==> src/rtl/sample_prefetcher.sv <==
// sample_prefetcher: issues generate_next requests to a sample producer, buffers the
// returned samples in a FIFO and serves them to the codec side on next_sample.
//
// state  | meaning
// IDLE   | no request outstanding; waits for enable and FIFO space
// REQ    | one-cycle generate_next pulse, wait counter cleared
// WAIT   | request outstanding; counting toward TIMEOUT
module sample_prefetcher #(
  parameter int DEPTH   = 8,
  parameter int WIDTH   = 16,
  parameter int TIMEOUT = 15
) (
  input  logic                   clk,
  input  logic                   reset_n,
  input  logic                   enable,
  output logic                   generate_next,
  input  logic                   sample_ready,
  input  logic [WIDTH-1:0]       sample_in,
  input  logic                   next_sample,
  output logic [WIDTH-1:0]       sample_out,
  output logic                   sample_valid,
  output logic [$clog2(DEPTH):0] fill_level,
  output logic                   underflow,
  output logic                   timeout_err,
  input  logic                   clear_flags
);
  localparam int AW        = $clog2(DEPTH);
  localparam int CW        = $clog2(TIMEOUT);
  localparam int TO_LAST_I = TIMEOUT - 1;
  localparam int DEPTH_I   = DEPTH;
  localparam logic [CW-1:0] TO_LAST  = TO_LAST_I[CW-1:0];
  localparam logic [CW-1:0] CNT_ONE  = 1;
  localparam logic [AW:0]   FULL     = DEPTH_I[AW:0];
  localparam logic [AW:0]   FILL_ONE = 1;
  localparam logic [AW-1:0] PTR_ONE  = 1;

  typedef enum logic [1:0] {S_IDLE = 2'd0, S_REQ = 2'd1, S_WAIT = 2'd2} state_t;

  state_t            state, state_nxt;
  logic [CW-1:0]     wait_cnt;
  logic [WIDTH-1:0]  mem [DEPTH];
  logic [AW-1:0]     wr_ptr, rd_ptr;
  logic [AW:0]       fill_nxt;
  logic              wr_en, rd_en, timeout_hit, read_empty;

  assign wr_en       = (state == S_WAIT) && sample_ready;
  assign rd_en       = next_sample && (fill_level != '0);
  assign read_empty  = next_sample && (fill_level == '0);
  assign timeout_hit = (state == S_WAIT) && !sample_ready && (wait_cnt == TO_LAST);

  always_comb begin
    fill_nxt = fill_level;
    if (wr_en && !rd_en)      fill_nxt = fill_level + FILL_ONE;
    else if (!wr_en && rd_en) fill_nxt = fill_level - FILL_ONE;
  end

  always_ff @(posedge clk or negedge reset_n) begin
    if (!reset_n) state <= S_IDLE;
    else          state <= state_nxt;
  end

  // Re-issue straight from WAIT uses the post-capture occupancy.
  always_comb begin
    state_nxt = state;
    case (state)
      S_IDLE: if (enable && (fill_level != FULL)) state_nxt = S_REQ;
      S_REQ:  state_nxt = S_WAIT;
      S_WAIT: begin
        if (wr_en)            state_nxt = (enable && (fill_nxt != FULL)) ? S_REQ : S_IDLE;
        else if (timeout_hit) state_nxt = S_IDLE;
      end
      default: state_nxt = S_IDLE;
    endcase
  end

  always_comb begin
    generate_next = 1'b0;
    if (state == S_REQ) generate_next = 1'b1;
  end

  always_ff @(posedge clk) begin
    if (wr_en) mem[wr_ptr] <= sample_in;
  end

  always_ff @(posedge clk or negedge reset_n) begin
    if (!reset_n) begin
      wr_ptr       <= '0;
      rd_ptr       <= '0;
      fill_level   <= '0;
      sample_out   <= '0;
      sample_valid <= 1'b0;
      underflow    <= 1'b0;
      timeout_err  <= 1'b0;
      wait_cnt     <= '0;
    end else begin
      if (wr_en) wr_ptr <= wr_ptr + PTR_ONE;
      if (rd_en) rd_ptr <= rd_ptr + PTR_ONE;
      fill_level   <= fill_nxt;
      sample_valid <= next_sample;
      if (rd_en)            sample_out <= mem[rd_ptr];
      else if (next_sample) sample_out <= '0;
      // Set events take priority over a simultaneous clear.
      if (read_empty)       underflow <= 1'b1;
      else if (clear_flags) underflow <= 1'b0;
      if (timeout_hit)      timeout_err <= 1'b1;
      else if (clear_flags) timeout_err <= 1'b0;
      if (state == S_REQ)       wait_cnt <= '0;
      else if (state == S_WAIT) wait_cnt <= wait_cnt + CNT_ONE;
    end
  end

endmodule

==> config.mk <==
export PLATFORM = sky130hd
export DESIGN_NAME = sample_prefetcher
export DESIGN_NICKNAME = d
export VERILOG_FILES = /design/src/rtl/sample_prefetcher.sv
export SDC_FILE = /design/constraint.sdc
export NUM_CORES = 1
export LEC_CHECK = 0
export BUFFER_PORTS_ARGS = -buffer_cell sky130_fd_sc_hd__buf_4
export CAP_MARGIN = 20
export CORE_UTILIZATION = 56
export CTS_BUF_LIST = sky130_fd_sc_hd__clkbuf_16
export CTS_CLUSTER_DIAMETER = 120
export DETAILED_ROUTE_END_ITERATION = 8
export PLACE_DENSITY = 0.72
export SYNTH_ARGS = -nofsm -noshare
export SYNTH_HDL_FRONTEND = slang
export SYNTH_SLANG_ARGS = --single-unit
export TNS_END_PERCENT = 50
==> constraint.sdc <==
create_clock -name clk -period 4 [get_ports clk]
set_input_delay 0.2 -clock clk [delete_from_list [all_inputs] [get_ports clk]]
set_output_delay 0.2 -clock clk [all_outputs]
set_load 0.05 [all_outputs]
==> run summary <==
run status - complete, no violations
initial drt markers - 201
count leader, synth - edfxtp_1
number of port buffers - 45
Pre-Repair DR Iteration Count - 4
Total GRT Usage - 22.82%
clk_lat worst skew - 420 ps
CTS sink cnt - 163
count of pins over their slew limit - 0
top cells by area, synth - edfxtp_1 (59%), dfrtp_1 (14%), mux4_2 (11%)
synth-to-layout area growth - 19.27%
register area share after synthesis - 72.90%
initial antenna violation count - 0
FF+latch count, synth - 163
first-pass GRT wire length - 19.00 mm
top cell type by total area after synthesis - edfxtp_1
Critical Path, Cell by Cell - inv_1, ha_1, and2_1, nand2_1, nor3_2, buf_4
clock share of power - 29.3%
top-area cell type share of the netlist area - 59.37%
Top Family by Delay on Critical Path - simple AND/OR/NAND/NOR gates
Main synth FF type - edfxtp_1
final hold viol count - 0
ys async rst share - 21.47%
CTS clk-pin slew, worst paths - 60 ps
Period Utilization, post-route - 62.43%
layout cells sized above 1 - 32.07%
synth unique cells - 45
Antenna diodes - 0
YS warnings - 0
critical path class - reg -> reg
setup tns final - 0 ps
root buf cell - clkbuf_16
Post-Route WL - 12.23 mm
Crit path buffers/inverters - 2
Comb power frac - 30.6%
CTS tree - done
# IOs - 46
Crit. End Element - flop
final setup fails - 0
FILL cells - 691
Die X - 109.5 µm
H-tree depth - 4
CTS buffer count - 17
Worst Path Arrival - 2620 ps
Leakage - 2.797 nW
number of synthesized flops with an enable pin - 128
worst-path maximum fanout - 9
NetSw - 1.914 mW
Rows - 38
Slowest-stage cell, CP - nor3_2
post-DR wirelength/cell - 21.79 µm
syn avg cell area - 18.82 µm²
cell count after synthesis - 344
drt via density - 6.014
maximum capacitance violations - 0
vias post-DR - 3,374
RSZ-0062 raised after global routing - false
Post-Place Cell Area - 0.007024 mm²
vias in the first global route - 3,362
drc violations - 0
Post-Route Skew - 5.059 ps
sequential power share - 40.0%
Worst VDD drop - 0.4556 mV
internal power - 3.878 mW
Mapped Area - 0.006474 mm²
largest net degree at the start of global routing - 36
Tmin final - 2497 ps
commonest cells in the netlist - edfxtp_1 (128), dfrtp_1 (35), mux4_2 (32)
switching share of power - 33.04%
Die Y - 109.5 µm
Max clock buf depth - 2
max_slew headroom - 40.81%
worst path required time - 4120 ps
Pwr Density - 750.0 mW/mm²
post-route cell area - 0.007721 mm²
Initial Utilization - 58.69%
grt ovf - 0
Routability Congestion - 0.8056
Die Footprint - 0.01199 mm²
syn nets - 376
antenna viol nets, final - 0
Slew @ Worst Pin - 887.8 ps
PostCTS Resize Cnt - 0
Worst setup SP type - flop
HP Class - in -> reg
slowest cell delay on critical path - 660 ps
dpl hpwl - 7.441 mm
core box area - 0.01103 mm²
f_max - 400.5 MHz
nets@finish - 440
[per-stage QoR]
step	utilization, %	power, mW	hold WS (ps)	worst slack (ps)	instances
finish	70.00	5.791	17.16	1503	561
global route	70.00	6.064	1.933	1273	561
CTS	69.75	5.809	3.799	1470	560
detailed placement	63.68	4.102	211.5	1483	524
global placement	63.68	4.058	196.5	1565	524
floorplan	-	3.595	-95.59	1120	344
[state kept, by name (all words and copies together), names as in the netlist, 2 cells and up]
signal,count
fill_level,4
sample_out,16
mem,128
rd_ptr,3
wr_ptr,3
state,2
wait_cnt,4
[worst reg2reg max path: cells and delay by family (launching register included)]
family,cells,cell delay [ps]
simple gates,3,1160
fa+ha+maj,1,220
buf+inv,2,410
flops,1,410
[path summary, 6_finish.rpt]
kind	startpoint	endpoint	slack (ps)	depth (start not counted)
max reg2reg	state[0]	mem[1][1]	1500	6
min reg2reg	sample_out[10]	sample_out[10]	490	1
max	state[0]	mem[1][1]	1500	6
min in group asynchronous	reset_n	fill_level[1]	290	2
max in group asynchronous	reset_n	rd_ptr[0]	3350	2
min	sample_in[12]	mem[0][12]	20	1
[power by group through the flow]
| stage | Sequential (mW) | Clock, mW | Combinational (mW) |
|---|---|---|---|
| after floorplan | 2.57 | 0 | 1.03 |
| after global placement | 2.37 | 0 | 1.69 |
| after detailed placement | 2.38 | 0 | 1.72 |
| after CTS | 2.35 | 1.72 | 1.74 |
| after global routing | 2.35 | 1.80 | 1.91 |
| final | 2.32 | 1.70 | 1.77 |
[cells in the final DEF, fill, tap and decap left out, drive strengths merged, types with 2 or more instances in the layout]
cell and n:
buf 56, o21ai 5, nand2 16, nand3 5
nor3b 2, clkinv 4, mux4 32, nor2 7
nand4 2, bufinv 4, clkbuf 17, xnor2 5
nand2b 3, dfrtp 35, o211ai 2, inv 15
ha 10, and3 3, o2bb2ai 16, clkinvlp 4
o22ai 4, dlygate4sd3 4, mux2i 17, edfxtp 128
nor3 5, mux2 2
[cell type report]
type                            instances  area [µm²]  area share, %
Timing Repair Buffer                   60       480.5          6.223
Inverter                               12       45.04         0.5834
Clock inverter                         15       203.9          2.641
Tap cell                              140       175.2          2.269
Sequential cell                       163        4722          61.16
Multi-Input combinational cell        154        1669          21.62
Clock buffer                           17       425.4          5.510
[logic make-up after synthesis]
logic type | synth area share (%)
xor+xnor | 0.6764
fa+ha+maj | 1.933
flops | 72.90
buf+inv | 1.720
compound gates | 4.271
mux | 14.11
simple gates | 4.388
[routing by layer]
metal | up-vias | GRT usage [%] | wire length, µm
li1 | 1506 | - | -
met1 | 1774 | 31.37 | 5352
met2 | 84 | 36.25 | 6216
met3 | 10 | 5.335 | 538
met4 | 0 | 8.000 | 118
met5 | - | 0 | 0
[timing repair]
item	4_1_cts	5_1_grt
hold buffers	4	0
hold endpoints to repair	43	0
buffers inserted	0	0
No activity file was read; power rests on OpenSTA's default activity.
